==> src/rtl/crc_framer_if.sv <==
// Serial framer handshake bundle: payload bits in, framed payload + CRC24B bits out.
interface crc_framer_if;
  logic sof_in;
  logic blk_sel_in;
  logic in_valid;
  logic in_data;
  logic in_ready;
  logic block_size;
  logic crc_start;
  logic crc_data;
  logic crc_end;
  logic out_valid;
  logic busy;
  logic sof_err;

  modport master (
    output sof_in, blk_sel_in, in_valid, in_data,
    input  in_ready, block_size, crc_start, crc_data, crc_end, out_valid, busy, sof_err
  );

  modport slave (
    input  sof_in, blk_sel_in, in_valid, in_data,
    output in_ready, block_size, crc_start, crc_data, crc_end, out_valid, busy, sof_err
  );
endinterface

==> src/rtl/crc_framer.sv <==
// Bit-serial CRC24B framer: passes K-24 payload bits through one register stage,
// then appends the 24-bit CRC MSB first and idles one gap cycle.
module crc_framer (
  input  logic         clk,
  input  logic         reset,
  crc_framer_if.slave  bus
);
  localparam logic [23:0] POLY  = 24'h800063;
  localparam logic [12:0] LEN_S = 13'd1032;
  localparam logic [12:0] LEN_L = 13'd6120;

  typedef enum logic [1:0] {IDLE, PAYLOAD, APPEND, GAP} state_t;

  state_t      state, state_nx;
  logic [12:0] cnt, cnt_nx;
  logic [23:0] crc, crc_nx;
  logic        bsel, bsel_nx;
  logic        ov, od, os, oe, se;
  logic        ov_nx, od_nx, os_nx, oe_nx, se_nx;
  logic        accept;
  logic [12:0] plen;

  function automatic logic [23:0] crc_step(input logic [23:0] c, input logic d);
    crc_step = {c[22:0], 1'b0} ^ ((c[23] ^ d) ? POLY : 24'h0);
  endfunction

  assign bus.in_ready   = (state == IDLE) || (state == PAYLOAD);
  assign bus.busy       = (state != IDLE);
  assign bus.block_size = bsel;
  assign bus.out_valid  = ov;
  assign bus.crc_data   = od;
  assign bus.crc_start  = os;
  assign bus.crc_end    = oe;
  assign bus.sof_err    = se;

  assign accept = bus.in_valid && bus.in_ready;
  assign plen   = bsel ? LEN_L : LEN_S;

  always_ff @(posedge clk or posedge reset) begin
    if (reset) state <= IDLE;
    else       state <= state_nx;
  end

  always_ff @(posedge clk or posedge reset) begin
    if (reset) begin
      cnt  <= '0;
      crc  <= '0;
      bsel <= 1'b0;
      ov   <= 1'b0;
      od   <= 1'b0;
      os   <= 1'b0;
      oe   <= 1'b0;
      se   <= 1'b0;
    end else begin
      cnt  <= cnt_nx;
      crc  <= crc_nx;
      bsel <= bsel_nx;
      ov   <= ov_nx;
      od   <= od_nx;
      os   <= os_nx;
      oe   <= oe_nx;
      se   <= se_nx;
    end
  end

  // Output flags are registered, so every output lags the state that produced it by one cycle.
  always_comb begin
    state_nx = state;
    cnt_nx   = cnt;
    crc_nx   = crc;
    bsel_nx  = bsel;
    ov_nx    = 1'b0;
    od_nx    = 1'b0;
    os_nx    = 1'b0;
    oe_nx    = 1'b0;
    se_nx    = 1'b0;
    case (state)
      IDLE: begin
        if (accept && bus.sof_in) begin
          bsel_nx  = bus.blk_sel_in;
          crc_nx   = crc_step(24'h0, bus.in_data);
          cnt_nx   = 13'd1;
          ov_nx    = 1'b1;
          od_nx    = bus.in_data;
          os_nx    = 1'b1;
          state_nx = PAYLOAD;
        end
      end
      PAYLOAD: begin
        if (accept) begin
          crc_nx = crc_step(crc, bus.in_data);
          cnt_nx = cnt + 13'd1;
          ov_nx  = 1'b1;
          od_nx  = bus.in_data;
          se_nx  = bus.sof_in;
          if (cnt == plen - 13'd1) begin
            cnt_nx   = '0;
            state_nx = APPEND;
          end
        end
      end
      APPEND: begin
        ov_nx  = 1'b1;
        od_nx  = crc[23];
        crc_nx = {crc[22:0], 1'b0};
        cnt_nx = cnt + 13'd1;
        if (cnt == 13'd23) begin
          oe_nx    = 1'b1;
          state_nx = GAP;
        end
      end
      GAP: begin
        cnt_nx   = '0;
        state_nx = IDLE;
      end
      default: state_nx = IDLE;
    endcase
  end
endmodule

==> src/flat_wrapper.sv <==
// flat-port wrapper written by rule: the top's interface ports become plain ports
module crc_framer_flat 
  (clk, reset, bus_sof_in, bus_blk_sel_in, bus_in_valid, bus_in_data, bus_in_ready, bus_block_size, bus_crc_start, bus_crc_data, bus_crc_end, bus_out_valid, bus_busy, bus_sof_err);
  crc_framer_if bus_i ();
  input  logic clk;
  input  logic reset;
  input wire logic [$bits(bus_i.sof_in)-1:0] bus_sof_in;
  input wire logic [$bits(bus_i.blk_sel_in)-1:0] bus_blk_sel_in;
  input wire logic [$bits(bus_i.in_valid)-1:0] bus_in_valid;
  input wire logic [$bits(bus_i.in_data)-1:0] bus_in_data;
  output wire logic [$bits(bus_i.in_ready)-1:0] bus_in_ready;
  output wire logic [$bits(bus_i.block_size)-1:0] bus_block_size;
  output wire logic [$bits(bus_i.crc_start)-1:0] bus_crc_start;
  output wire logic [$bits(bus_i.crc_data)-1:0] bus_crc_data;
  output wire logic [$bits(bus_i.crc_end)-1:0] bus_crc_end;
  output wire logic [$bits(bus_i.out_valid)-1:0] bus_out_valid;
  output wire logic [$bits(bus_i.busy)-1:0] bus_busy;
  output wire logic [$bits(bus_i.sof_err)-1:0] bus_sof_err;
  assign bus_i.sof_in = bus_sof_in;
  assign bus_i.blk_sel_in = bus_blk_sel_in;
  assign bus_i.in_valid = bus_in_valid;
  assign bus_i.in_data = bus_in_data;
  assign bus_in_ready = bus_i.in_ready;
  assign bus_block_size = bus_i.block_size;
  assign bus_crc_start = bus_i.crc_start;
  assign bus_crc_data = bus_i.crc_data;
  assign bus_crc_end = bus_i.crc_end;
  assign bus_out_valid = bus_i.out_valid;
  assign bus_busy = bus_i.busy;
  assign bus_sof_err = bus_i.sof_err;
  crc_framer u_core (.clk(clk), .reset(reset), .bus(bus_i));
endmodule
==> config.mk <==
export PLATFORM = sky130hd
export DESIGN_NAME = crc_framer_flat
export DESIGN_NICKNAME = d
export VERILOG_FILES = /design/src/rtl/crc_framer_if.sv /design/src/rtl/crc_framer.sv /design/src/flat_wrapper.sv
export SDC_FILE = /design/constraint.sdc
export NUM_CORES = 1
export LEC_CHECK = 0
export CAP_MARGIN = 15
export CORE_ASPECT_RATIO = 1.4
export CORE_MARGIN = 5
export CORE_UTILIZATION = 55
export DETAILED_ROUTE_END_ITERATION = 10
export HOLD_SLACK_MARGIN = 0.03
export PLACE_DENSITY = 0.76
export SLEW_MARGIN = 20
export SYNTH_ARGS = -nofsm -noshare
export SYNTH_HDL_FRONTEND = slang
export SYNTH_SLANG_ARGS = --single-unit
==> constraint.sdc <==
create_clock -name clk -period 4.7 [get_ports clk]
set_clock_uncertainty 0.05 [all_clocks]
set_input_delay 0.94 -clock clk [delete_from_list [all_inputs] [get_ports clk]]
set_output_delay 0.94 -clock clk [all_outputs]
set_load 0.05 [all_outputs]
==> results.rst <==
.. list-table::
   :header-rows: 1

   * - Metric
     - Value
   * - Remaining design rule violation count
     - 0
   * - Most frequent cells after synthesis
     - nand2_1 (50), dfrtp_1 (45), o21ai_0 (28)
   * - Final setup violation count
     - 0
   * - Input/output buffers
     - 13
   * - Number of CTS-inserted buffers
     - 5
   * - Area share of the leading cell type in the synthesized netlist
     - 0.481
   * - Root buffer cell
     - clkbuf_8
   * - Worst-case headroom to the max-slew limit
     - 0.371
   * - Pwr dens
     - 570 mW/mm^2
   * - Clock transition at the registers of the reported paths
     - 0.08 ns
   * - Arrival @ worst endpoint
     - 2.18 ns
   * - Final number of hold-violating endpoints
     - 0
   * - Power share of the sequential group
     - 0.353
   * - Flop and latch count out of synthesis
     - 45
   * - Net Count, Synth
     - 255
   * - Area grow syn2layout
     - 8.92%
   * - Kind of capture point of the worst setup path
     - output port
   * - First-pass GRT wire length
     - 7690 um
   * - Share of the clock period used by the worst path
     - 0.674
   * - Clock period minus worst slack
     - about 3.2 ns
   * - Cell-internal power
     - between 800 and 900 uW
   * - Max Root-Sink Buffers
     - 2
   * - Non-filler cells, final
     - ~300
   * - H-tree levels
     - 2
   * - RSZ-0062 raised after global routing
     - no
   * - Worst skew pair latency
     - 0.30 ns
   * - Die Ht
     - 87.2 um
   * - Net total in the final layout
     - 264
   * - Antenna violations before repair
     - 0
   * - Dpl cells
     - 291
   * - Accumulated negative setup slack
     - 0 ns
   * - Post-CTS sizing
     - 0
   * - Rows
     - 28
   * - Yosys Warn Count
     - 0
   * - Top FF cell, synth
     - dfrtp_1
   * - Dominant cell by count in the synthesized netlist
     - nand2_1
   * - Worst Setup Slack post-DPL
     - 1.75 ns
   * - TritonCTS sink count
     - 45
   * - First DRT Iteration DRCs
     - 158
   * - Number of flops mapped to enable cells by yosys
     - 0
   * - Number of detailed-routing iterations run before antenna repair
     - 4
   * - GRT Util Overall
     - 0.173
   * - Overall routed net length
     - 4400 um
   * - WL per Instance
     - ~15 um
   * - Type of the tightest min-delay check
     - flop to flop
   * - Maximum number of pins on one net before global-route repair
     - between 40 and 50
   * - Critical path required time
     - 3.71 ns
   * - Proportion of layout cells with a drive suffix above 1
     - 0.110
   * - Mapped Area
     - 0.00234 mm^2
   * - P_sw
     - around 640 uW
   * - Routability Congestion
     - just over 0.8
   * - Fraction of power spent switching nets
     - 0.437
   * - Post-detailed-route via-to-cell ratio
     - 5.82
   * - Leading post-synthesis cells by cell area
     - dfrtp_1 (48%), nand2_1 (8.0%), o21ai_0 (6.0%)
   * - Cell taking the most area after synthesis
     - dfrtp_1
   * - Number of global-route vias before repair
     - 1710
   * - Floorplan core area
     - between 0.004 and 0.005 mm^2
   * - Transition at the pin with the smallest max-transition slack
     - 0.943 ns
   * - Result of the run
     - complete, no violations
   * - Setup Fix Bufs, Post-CTS
     - 0
   * - Maximum vdd drop
     - 0.336 mV
   * - Average footprint of a synthesized cell
     - a little under 10 um^2
   * - Half-perimeter wire length after detailed placement
     - 3020 um
   * - Detail Route Antenna Nets
     - 0
   * - Kind of critical path
     - flop to output port
   * - Top fanout value on the critical path
     - 13
   * - TritonCTS clock tree
     - done
   * - Top-level I/O count
     - 14
   * - Clk pwr share
     - 0.158
   * - Number of buffers inserted by hold repair at cts
     - 0
   * - Count of different cell masters after synthesis
     - 48
   * - Nature of the critical path startpoint
     - flop
   * - Part of the power in combinational logic
     - 0.490
   * - Fin. max-slew vios
     - 0
   * - Leakage dissipation
     - around 1.1 nW
   * - Max Clk Rate
     - between 300 and 400 MHz
   * - Initial cell density of the core
     - 0.562
   * - Syn Inst Count
     - roughly 240
   * - Async set-reset flop share out of synthesis
     - 1.00
   * - Antenna diode count
     - 0
   * - Die width
     - 65.2 um
   * - Total number of vias
     - 1739
   * - Total die area
     - 0.00568 mm^2
   * - Sequential element share of the synthesized area
     - 0.481
   * - Setup WS post-layout
     - 1.53 ns
   * - Remaining global-route overflow
     - 0
   * - Max-Cap Viols
     - 0
==> state kept, by name, summed over array words and instances, names as in the netlist <==
name,cells
u_core.crc,24
u_core.cnt,13
u_core.state,2
u_core.bus.block_size,1
u_core.bus.crc_data,1
u_core.bus.crc_end,1
u_core.bus.crc_start,1
u_core.bus.out_valid,1
u_core.bus.sof_err,1
==> kinds of logic after synthesis <==
kind of cell,Yosys count,share of synthesized area
compound gates,62,0.178
xor+xnor,4,0.0149
fa+ha+maj,5,0.0267
buf+inv,20,0.0448
flops,45,0.481
mux,9,0.0422
simple gates,99,0.213
==> layout by cell type (no fill, tap or decap), drive strengths merged, types with 2 or more instances in the layout <==
master	count
nor2	11
a21o	2
and3	3
a21oi	4
clkinv	2
o31ai	3
a22o	2
dfrtp	45
and4	2
nand3	6
and2b	2
clkbuf	6
and2	2
ha	5
mux2i	2
mux2	7
nor3	5
o311ai	5
o21ai	29
a221oi	5
o32a	2
o21a	6
buf	3
nor2b	3
inv	6
clkdlybuf4s50	13
or2	2
nand2	50
nor3b	5
xor2	4
==> final timing paths <==
| kind | endpoint | slack, ns | from | cells past startpoint |
|---|---|---|---|---|
| worst min-delay path | u_core.crc[21] | 0.43 | u_core.crc[21] | 2 |
| worst max-delay path | bus_in_ready | 1.53 | u_core.state[1] | 4 |
| worst min register to register | u_core.crc[21] | 0.43 | u_core.crc[21] | 2 |
| max in group asynchronous | u_core.bus.crc_end | 2.88 | reset | 2 |
| worst max register to register | u_core.cnt[12] | 2.47 | u_core.state[1] | 6 |
| min in group asynchronous | u_core.crc[17] | 1.12 | reset | 2 |
==> worst max-delay path, stage by stage (launching register included) <==
cell and delay [ns]:
dfrtp_1 0.41, inv_1 0.09, ha_1 0.41, or2_2 0.19, clkdlybuf4s50_1 0.79
==> power groups by stage <==
stage,clock [mW],sequential [mW],combinational [mW]
after global placement,0,0.517,0.712
final,0.230,0.514,0.713
after floorplan,0,0.551,0.530
after detailed placement,0,0.522,0.718
after CTS,0.240,0.515,0.722
after global routing,0.255,0.524,0.799
==> metal layers <==
metal / track usage / routed length [um] / share of wire / vias up
li1: - / - / - / 883
met1: 0.197 / 1840 / 0.42 / 840
met2: 0.313 / 2400 / 0.55 / 11
met3: 0.0388 / 86 / 0.020 / 5
met4: 0.0623 / 71 / 0.016 / 0
met5: 0 / 0 / 0 / -
==> cell type report <==
class                   count  area [um^2]
clock inverters             2         10.0
flip-flops and latches     45         1130
multi-input cells         179         1110
well taps                  45         56.3
fillers                   356         1620
inverters                   6         22.5
repair buffers             16          153
clock buffers               6         72.6
==> stage by stage <==
| stage | cell area [um^2] | total power, mW | hold WS (ns) | utilization |
|---|---|---|---|---|
| 2_1_floorplan | 2340 | 1.08 | 0.400 | - |
| 6_report | 2550 | 1.46 | 0.435 | 0.612 |
| 4_1_cts | 2550 | 1.48 | 0.440 | 0.612 |
| 3_5_place_dp | 2470 | 1.24 | 0.421 | 0.592 |
| 3_3_place_gp | 2470 | 1.23 | 0.412 | 0.592 |
| 5_1_grt | 2550 | 1.58 | 0.476 | 0.612 |
(Power assumes the default switching activity.)
